## src/rtl/pokey_arb_pkg.sv

```systemverilog
// Shared constants and FSM encoding for the POKEY register-access arbiter.
package pokey_arb_pkg;

  localparam int ADDR_W_DEF = 4;
  localparam int DATA_W_DEF = 8;

  localparam logic REQ_CPU = 1'b0;
  localparam logic REQ_AUX = 1'b1;

  typedef enum logic [1:0] {
    ST_IDLE   = 2'd0,
    ST_ACCESS = 2'd1,
    ST_ACK    = 2'd2
  } arb_state_e;

endpackage

```

## src/rtl/pokey_strobe_decode.sv

```systemverilog
// Address to one-hot strobe decoder; all-zero when not enabled.
module pokey_strobe_decode
  import pokey_arb_pkg::*;
#(
  parameter int ADDR_W = ADDR_W_DEF
) (
  input  logic                     en,
  input  logic [ADDR_W-1:0]        addr,
  output logic [(2**ADDR_W)-1:0]   strobe
);

  // One-hot decode of the address, gated by enable
  always_comb begin
    strobe = '0;
    if (en) begin
      strobe[addr] = 1'b1;
    end else begin
      strobe = '0;
    end
  end

endmodule

```

## src/rtl/pokey_reg_arbiter.sv

```systemverilog
// Two-requester register-file arbiter: IDLE -> ACCESS (one strobe) -> ACK.
// Optional POKEY_ARB_ROUND_ROBIN_EN alternates grants on ties; otherwise requester 0 wins.
module pokey_reg_arbiter
  import pokey_arb_pkg::*;
#(
  parameter int ADDR_W = ADDR_W_DEF,
  parameter int DATA_W = DATA_W_DEF
) (
  input  logic                    CLK,
  input  logic                    RESET_N,
  input  logic                    req0,
  input  logic                    req1,
  input  logic                    we0,
  input  logic                    we1,
  input  logic [ADDR_W-1:0]       addr0,
  input  logic [ADDR_W-1:0]       addr1,
  input  logic [DATA_W-1:0]       wdata0,
  input  logic [DATA_W-1:0]       wdata1,
  output logic                    ack0,
  output logic                    ack1,
  output logic [DATA_W-1:0]       rdata0,
  output logic [DATA_W-1:0]       rdata1,
  output logic [(2**ADDR_W)-1:0]  wr_strobe,
  output logic [(2**ADDR_W)-1:0]  rd_strobe,
  output logic [DATA_W-1:0]       reg_wdata,
  input  logic [DATA_W-1:0]       reg_rdata,
  output logic                    busy
);

  localparam int NREG = 2**ADDR_W;

  arb_state_e          state_r, state_nxt_s;
  logic                gnt_r, we_r;
  logic                gnt_sel_s, grant_s;
  logic                sel_we_s;
  logic [ADDR_W-1:0]   sel_addr_s;
  logic [DATA_W-1:0]   sel_wdata_s;
  logic [NREG-1:0]     wr_dec_s, rd_dec_s;
  logic [NREG-1:0]     wr_strobe_r, rd_strobe_r;
  logic                ack0_nxt_s, ack1_nxt_s, cap0_s, cap1_s;
  logic                ack0_r, ack1_r, busy_r;
  logic [DATA_W-1:0]   rdata0_r, rdata1_r, reg_wdata_r;

`ifdef POKEY_ARB_ROUND_ROBIN_EN
  logic last_gnt_r;

  // Requester selection: on a tie, favour whoever was not granted last
  always_comb begin
    gnt_sel_s = REQ_AUX;
    if (req0 && req1) begin
      gnt_sel_s = ~last_gnt_r;
    end else if (req0) begin
      gnt_sel_s = REQ_CPU;
    end else begin
      gnt_sel_s = REQ_AUX;
    end
  end

  // Last-grant history, starting as if requester 1 had just been served
  always_ff @(posedge CLK or negedge RESET_N) begin
    if (!RESET_N) begin
      last_gnt_r <= REQ_AUX;
    end else if (grant_s) begin
      last_gnt_r <= gnt_sel_s;
    end else begin
      last_gnt_r <= last_gnt_r;
    end
  end
`else
  // Requester selection: fixed priority to the CPU port
  always_comb begin
    gnt_sel_s = REQ_AUX;
    if (req0) begin
      gnt_sel_s = REQ_CPU;
    end else begin
      gnt_sel_s = REQ_AUX;
    end
  end
`endif

  assign grant_s     = (state_r == ST_IDLE) && (req0 || req1);
  assign sel_we_s    = (gnt_sel_s == REQ_AUX) ? we1    : we0;
  assign sel_addr_s  = (gnt_sel_s == REQ_AUX) ? addr1  : addr0;
  assign sel_wdata_s = (gnt_sel_s == REQ_AUX) ? wdata1 : wdata0;

  // Strobes are decoded at grant and registered so they appear for the ACCESS cycle only
  pokey_strobe_decode #(.ADDR_W(ADDR_W)) u_wr_dec (
    .en     (grant_s && sel_we_s),
    .addr   (sel_addr_s),
    .strobe (wr_dec_s)
  );

  pokey_strobe_decode #(.ADDR_W(ADDR_W)) u_rd_dec (
    .en     (grant_s && !sel_we_s),
    .addr   (sel_addr_s),
    .strobe (rd_dec_s)
  );

  // FSM state register
  always_ff @(posedge CLK or negedge RESET_N) begin
    if (!RESET_N) begin
      state_r <= ST_IDLE;
    end else begin
      state_r <= state_nxt_s;
    end
  end

  // FSM next-state logic
  always_comb begin
    state_nxt_s = state_r;
    case (state_r)
      ST_IDLE:   state_nxt_s = grant_s ? ST_ACCESS : ST_IDLE;
      ST_ACCESS: state_nxt_s = ST_ACK;
      ST_ACK:    state_nxt_s = ST_IDLE;
      default:   state_nxt_s = ST_IDLE;
    endcase
  end

  // FSM output logic: next values for the registered acks and read-data capture
  always_comb begin
    ack0_nxt_s = 1'b0;
    ack1_nxt_s = 1'b0;
    cap0_s     = 1'b0;
    cap1_s     = 1'b0;
    if (state_r == ST_ACCESS) begin
      ack0_nxt_s = (gnt_r == REQ_CPU);
      ack1_nxt_s = (gnt_r == REQ_AUX);
      cap0_s     = (gnt_r == REQ_CPU) && !we_r;
      cap1_s     = (gnt_r == REQ_AUX) && !we_r;
    end else begin
      ack0_nxt_s = 1'b0;
      ack1_nxt_s = 1'b0;
    end
  end

  // Transaction fields latched at grant
  always_ff @(posedge CLK or negedge RESET_N) begin
    if (!RESET_N) begin
      gnt_r       <= REQ_CPU;
      we_r        <= 1'b0;
      reg_wdata_r <= '0;
    end else if (grant_s) begin
      gnt_r       <= gnt_sel_s;
      we_r        <= sel_we_s;
      reg_wdata_r <= sel_wdata_s;
    end else begin
      gnt_r       <= gnt_r;
      we_r        <= we_r;
      reg_wdata_r <= reg_wdata_r;
    end
  end

  // Registered outputs; rdata of the other port and on writes simply holds
  always_ff @(posedge CLK or negedge RESET_N) begin
    if (!RESET_N) begin
      wr_strobe_r <= '0;
      rd_strobe_r <= '0;
      ack0_r      <= 1'b0;
      ack1_r      <= 1'b0;
      busy_r      <= 1'b0;
      rdata0_r    <= '0;
      rdata1_r    <= '0;
    end else begin
      wr_strobe_r <= wr_dec_s;
      rd_strobe_r <= rd_dec_s;
      ack0_r      <= ack0_nxt_s;
      ack1_r      <= ack1_nxt_s;
      busy_r      <= (state_nxt_s != ST_IDLE);
      rdata0_r    <= cap0_s ? reg_rdata : rdata0_r;
      rdata1_r    <= cap1_s ? reg_rdata : rdata1_r;
    end
  end

  assign wr_strobe = wr_strobe_r;
  assign rd_strobe = rd_strobe_r;
  assign ack0      = ack0_r;
  assign ack1      = ack1_r;
  assign busy      = busy_r;
  assign rdata0    = rdata0_r;
  assign rdata1    = rdata1_r;
  assign reg_wdata = reg_wdata_r;

endmodule

```

## config.mk

```make
export PLATFORM = sky130hd
export DESIGN_NAME = pokey_reg_arbiter
export DESIGN_NICKNAME = d
export VERILOG_FILES = /design/src/rtl/pokey_arb_pkg.sv /design/src/rtl/pokey_strobe_decode.sv /design/src/rtl/pokey_reg_arbiter.sv
export SDC_FILE = /design/constraint.sdc
export NUM_CORES = 1
export LEC_CHECK = 0
export BUFFER_PORTS_ARGS = -buffer_cell sky130_fd_sc_hd__buf_2
export CORE_UTILIZATION = 48
export CTS_CLUSTER_DIAMETER = 120
export CTS_CLUSTER_SIZE = 40
export DETAILED_ROUTE_END_ITERATION = 10
export PLACE_DENSITY_LB_ADDON = 0.1
export SETUP_SLACK_MARGIN = 0.1
export SLEW_MARGIN = 20
export SYNTH_ARGS = -nofsm -noshare
export SYNTH_HDL_FRONTEND = slang
export SYNTH_SLANG_ARGS = --single-unit
```

## constraint.sdc

```tcl
create_clock -name CLK -period 2.25 [get_ports CLK]
set_clock_uncertainty 0.15 [all_clocks]
set_input_delay 0.1125 -clock CLK [delete_from_list [all_inputs] [get_ports CLK]]
set_output_delay 0.1125 -clock CLK [all_outputs]
set_load 0.02 [all_outputs]
```

Word-level counts from Yosys, hierarchy flattened
Cells that the tools add are included.

Add/subtract/negate cells: 0. Multipliers: 0. Div/mod/pow operators: 0. Magnitude comparators: 2. Eq/ne operators: 1. Shift operators: 0. Mux-type cells: 14. Bitwise operators: 1. Reductions and logical operators: 11.

Operators with widths (number): 16-bit two-way mux (2); 1-bit two-way mux (8); 8-bit two-way mux (1); 1-bit logical AND (6); 4-bit by 5-bit < comparator with 1-bit output, second input constant (1); 1-bit demux with 4-bit select (1); 4-bit by 1-bit greater-or-equal comparator with 1-bit output, second input constant (1); 4-bit two-way mux (1); 2-bit case mux with 2 select lines (1); 2-bit by 1-bit equality test with 1-bit output, second input constant (1); 1-bit zero test (2); 2-bit zero test (1); 2-bit nonzero test (1); 1-bit logical OR (1); 1-bit NOT (1).

Register bits: 63. Bits in latches: 0. Memory bits (writable): 0. ROM bits: 0. Input port bits: 38. Output and inout port bits: 59. Word-level logic and storage cells: 40. Memories kept: 0.

Depth between registers and ports, before layout
Depth in word-level cells: 6. Gate-level depth with buffers: 4. Gate-level depth less buffers: 3.

Cells and area by module
A second synthesis with hierarchy kept.

Cells, all modules: 166. Area, all modules: 2361.0 um^2.

Modules (own cells, without submodules): pokey_reg_arbiter (instances 1, cells an instance 120, area each 2123.3 um^2, sequential area each 1576.5 um^2); pokey_strobe_decode (u_rd_dec) (instances 1, cells an instance 23, area each 120.1 um^2, sequential area each 0.0 um^2); pokey_strobe_decode (u_wr_dec) (instances 1, cells an instance 23, area each 117.6 um^2, sequential area each 0.0 um^2).

Worst setup path before layout
Ideal clock, no wire load.

Path kind: register to register. From: register state_r[1]. To: register rdata0_r[0], in the netlist rdata0[0]. Setup time: 0.125 ns. Data arrival time: 1.301 ns. Data required time: 1.975 ns. Setup slack: 0.674 ns. Stages on the path, launching flop included: 4. Path buffers: 0. Clock period less this slack: 1.576 ns. Cell sequence: dfrtp_1 -> nand2b_2 -> nor3_4 -> mux2_2.

Cells in the longest elaborated chain, start to end: 2.

RTL lines: start: declaration (line pokey_reg_arbiter.sv:32) `arb_state_e state_r, state_nxt_s;`; start signal: assignment (line pokey_reg_arbiter.sv:104) `state_r <= state_nxt_s;`; 2-bit by 1-bit equality test with 1-bit output (line pokey_reg_arbiter.sv:125) `if (state_r == ST_ACCESS) begin`; 1-bit two-way mux (line pokey_reg_arbiter.sv:125); end signal: assignment (line pokey_reg_arbiter.sv:169) `rdata0_r <= cap0_s ? reg_rdata : rdata0_r;`; end: declaration (line pokey_reg_arbiter.sv:42) `logic [DATA_W-1:0] rdata0_r, rdata1_r, reg_wdata_r;`.

No other way between the ends. A chain may end at the register's enable or synchronous reset.

Final worst setup path
From: input wdata0[1]. To: register reg_wdata_r[1], in the netlist reg_wdata[1].

Cells in the longest elaborated chain, start to end: 1.

RTL lines: start: declaration (line pokey_reg_arbiter.sv:17) `input logic [DATA_W-1:0] wdata0,`; 8-bit two-way mux (line pokey_reg_arbiter.sv:84) `assign sel_wdata_s = (gnt_sel_s == REQ_AUX) ? wdata1 : wdata0;`; end signal: assignment (line pokey_reg_arbiter.sv:145) `reg_wdata_r <= sel_wdata_s;`; end signal: assignment (line pokey_reg_arbiter.sv:149) `reg_wdata_r <= reg_wdata_r;`; end: declaration (line pokey_reg_arbiter.sv:42).

No other way between the ends.

==> reports/qor.txt <==
DETAILED ROUTING
------------------------------------------------------------------------------------------
DR vias/cell ................................................................         4.85
Routed via count ............................................................         1917
Wire length after detailed routing ..........................................      5.36 mm
DRT antenna net count .......................................................            0
Count of TritonRoute iterations in the first routing pass ...................            4
Routed length per placed instance ...........................................      13.6 um
DRC violation count after routing ...........................................            0
DRC marker count from the first detailed-route iteration ....................           75

CLOCK NETWORK
------------------------------------------------------------------------------------------
Maximum count of clock buffers along a single path ..........................            2
Buffer type at the clock tree root ..........................................     clkbuf_8
Gates resized, CTS repair ...................................................            0
CTS Hold Buffers Added ......................................................           26
Clock edge transition at the registers on the reported setup and hold paths .      0.06 ns
Setup Buffers After CTS .....................................................            0
Clock latency on the worst-skew pair ........................................      0.33 ns
Sink count of the clock tree ................................................           63
H-tree depth reported by CTS ................................................            3
Total clock buffers created by CTS ..........................................            9
TritonCTS clock tree ........................................................         done

PLACEMENT
------------------------------------------------------------------------------------------
HPWL after detailed placement ...............................................      3.45 mm
Total of buffers placed on input and output ports ...........................           96
Gpl congestion ..............................................................        0.891
Worst slack at placement ....................................................     0.529 ns

SETUP PATH
------------------------------------------------------------------------------------------
Category of the critical setup timing path ..................................       in2reg
Cell with the largest stage delay on the worst path ......................... dlygate4sd3_1
Endpoint of the lowest-slack register-to-register path ...................... rdata1[5]$_DFFE_PN0P_
Worst Reg2Reg Path Length in Cells ..........................................            3
Start of the worst register-to-register path ................................ state_r[0]$_DFF_PN0_
Cells traversed along the worst timing path ................................. dlygate4sd3_1 > buf_2 > mux2_2 > dlygate4sd3_1 > mux2_2
CP Capture Type .............................................................    flip-flop
Worst EP required ...........................................................      2.31 ns
Delay contributed by the slowest stage of the critical path .................      0.56 ns
Crit path launch type ....................................................... primary input
FF-to-FF setup slack ........................................................      0.56 ns
Setup crit start ............................................................    wdata0[1]
Top delay family on crit path ............................................... buffers and inverters
Arrival @ worst endpoint ....................................................      1.85 ns
Maximum fanout along the worst path .........................................            1
Buffer and inverter count on the worst path .................................            3

FLOORPLAN
------------------------------------------------------------------------------------------
Site row count ..............................................................           26
Initial cell density of the core ............................................        49.7%
X dimension of the die ......................................................      74.7 um
Die Footprint ...............................................................   5580 sq um
Die outline height ..........................................................      74.7 um
Top-level I/O count .........................................................           97
Floorplan Core Area .........................................................   5110 sq um

STA
------------------------------------------------------------------------------------------
Endpoints failing hold ......................................................            0
RSZ-0062 raised after global routing ........................................        false
Setup TNS Final .............................................................         0 ns
Min Clock Period, post-route ................................................      1.79 ns
Rel. slew slack .............................................................        50.3%
Slew of the pin with the lowest slew margin .................................     0.745 ns
Setup slack after layout ....................................................     0.464 ns
Max-slew violation total from the final report ..............................            0
Fmax ........................................................................      560 MHz
Setup Viol. Count Final .....................................................            0
Final hold slack ............................................................     0.109 ns
Part of the cycle the worst path needs ......................................        79.4%

SYNTHESIS
------------------------------------------------------------------------------------------
Library cell with the largest summed area after synthesis ...................      dfrtp_1
Synthesized net count .......................................................          229
Most frequent cell after synthesis ..........................................      dfrtp_1
Post-synthesis cell count ...................................................          191
Warnings, synthesis .........................................................            0
Portion of synthesized cell area occupied by the leading cell type ..........        62.1%
Cell types with the largest area share after synthesis ...................... dfrtp_1 62%, mux2_2 11%, nor2_1 5.6%, mux2_4 4.7%, a21oi_1 1.8%
Avg Inst Size Synth .........................................................   13.3 sq um
Flop and latch count out of synthesis .......................................           63
Share of synthesized area occupied by flip-flops and latches ................        62.1%
EDFF count, synth ...........................................................            0
Most used standard cells in the synthesized netlist ......................... 63 x dfrtp_1, 38 x nor2_1, 24 x mux2_2
Combined area of all synthesized cells ......................................   2540 sq um
Primary FF master, synth ....................................................      dfrtp_1
Number of distinct standard cells referenced by the synthesized netlist .....           29
Async set-or-reset flop fraction in the synthesized netlist .................         100%

CELLS AND AREA
------------------------------------------------------------------------------------------
Net count, final ............................................................          358
Diodes inserted .............................................................            0
Share of cells above drive strength 1 .......................................        46.2%
Relative area change from synthesis to final layout .........................        39.3%

GLOBAL ROUTING
------------------------------------------------------------------------------------------
First-pass GRT wire length ..................................................      8.30 mm
Initial antenna violation count .............................................            0
Number of global-route vias before repair ...................................         1914
Total track usage ...........................................................        20.4%
Total global routing overflow ...............................................            0
Maximum number of pins on one net before global-route repair ................           64

HOLD PATH
------------------------------------------------------------------------------------------
Hold EP ..................................................................... we_r$_DFFE_PN0P_
Hold Path Stages ............................................................            3
Hold_sp .....................................................................          we1
Path type of the worst min-delay path .......................................       in2reg

POWER
------------------------------------------------------------------------------------------
Leakage power figure ........................................................      1.80 nW
Power per cell area ......................................................... 1110 nW/um^2
Maximum VDD drop ............................................................   0.000744 V

RUN
------------------------------------------------------------------------------------------
Max-capacitance violation count .............................................            0

RUN STATUS
------------------------------------------------------------------------------------------
Run status .................................................................. complete, no violations

## tightest hold or removal path, cell delays in order
cell	delay (ns)
buf_2	0.15
a31oi_1	0.18
o21ai_0	0.10
## logic make-up (layout without fill, tap and decap cells)
logic type,count (synthesis),count (layout),synth area share (%)
DFF,63,63,62.1
and+or+nand+nor,67,67,15.3
buffers and inverters,7,141,1.43
muxes,33,33,15.8
AOI/OAI and AO/OA,21,21,5.33
## per-stage QoR
step	utilization (%)	power, mW	instance area, sq um	instances
after global placement	60.4	2.93	3080	353
final	69.2	3.91	3530	395
after global routing	69.2	4.11	3530	395
after floorplan	-	2.53	2540	191
after detailed placement	60.4	2.95	3080	353
after CTS	69.2	3.94	3530	395
## cells in the final DEF, fill, tap and decap left out, types with 3 or more instances in the layout
master	synthesis	routed
dlygate4sd3_1	0	26
a22oi_1	6	6
mux2_4	8	8
dfrtp_1	63	63
nor3_1	3	3
nor2b_1	6	6
clkinv_2	0	3
a21oi_1	9	9
clkbuf_8	0	10
nor2_1	38	38
nor3b_1	5	5
buf_2	2	96
mux2_2	24	24
and3b_1	5	5
## registers in the layout, indices dropped and copies added, names as in the netlist
name       count
rdata1         8
rdata0         8
we_r           1
busy           1
ack0           1
gnt_r          1
rd_strobe     16
wr_strobe     16
ack1           1
reg_wdata      8
state_r        2
## area by class of cell
| type | instances | area (sq um) |
|---|---|---|
| sequential | 63 | 1580 |
| timing repair buffer | 123 | 748 |
| inverter | 2 | 7.51 |
| fill | 407 | 1570 |
| clock buffer | 12 | 145 |
| tap | 70 | 87.6 |
| multi-input combinational | 121 | 925 |
| clock inverter | 4 | 45.0 |
## report_power, final
| part | total (mW) | internal (mW) | switching [mW] |
|---|---|---|---|
| clock | 0.945 | 0.537 | 0.408 |
| combinational | 1.34 | 0.625 | 0.718 |
| sequential | 1.62 | 1.43 | 0.195 |
## how the worst max path moves through the flow
| stage | endpoint | depth (start not counted) |
|---|---|---|
| after floorplan | rdata0[0]$_DFFE_PN0P_ | 3 |
| after global placement | rdata1[0]$_DFFE_PN0P_ | 3 |
| after detailed placement | rdata1[7]$_DFFE_PN0P_ | 3 |
| after CTS | reg_wdata[1]$_DFFE_PN0P_ | 5 |
| after global routing | wr_strobe[5]$_DFF_PN0_ | 3 |
| final | reg_wdata[1]$_DFFE_PN0P_ | 5 |
## per-layer routing
| layer | track usage, % | up-vias | wire length (um) |
|---|---|---|---|
| met4 | 12.4 | 0 | 116 |
| met3 | 6.56 | 11 | 327 |
| met2 | 32.3 | 81 | 2460 |
| met1 | 24.2 | 901 | 2460 |
| met5 | 0 | - | 0 |
| li1 | - | 924 | - |
Note: power is estimated with default switching activity, not from simulation.
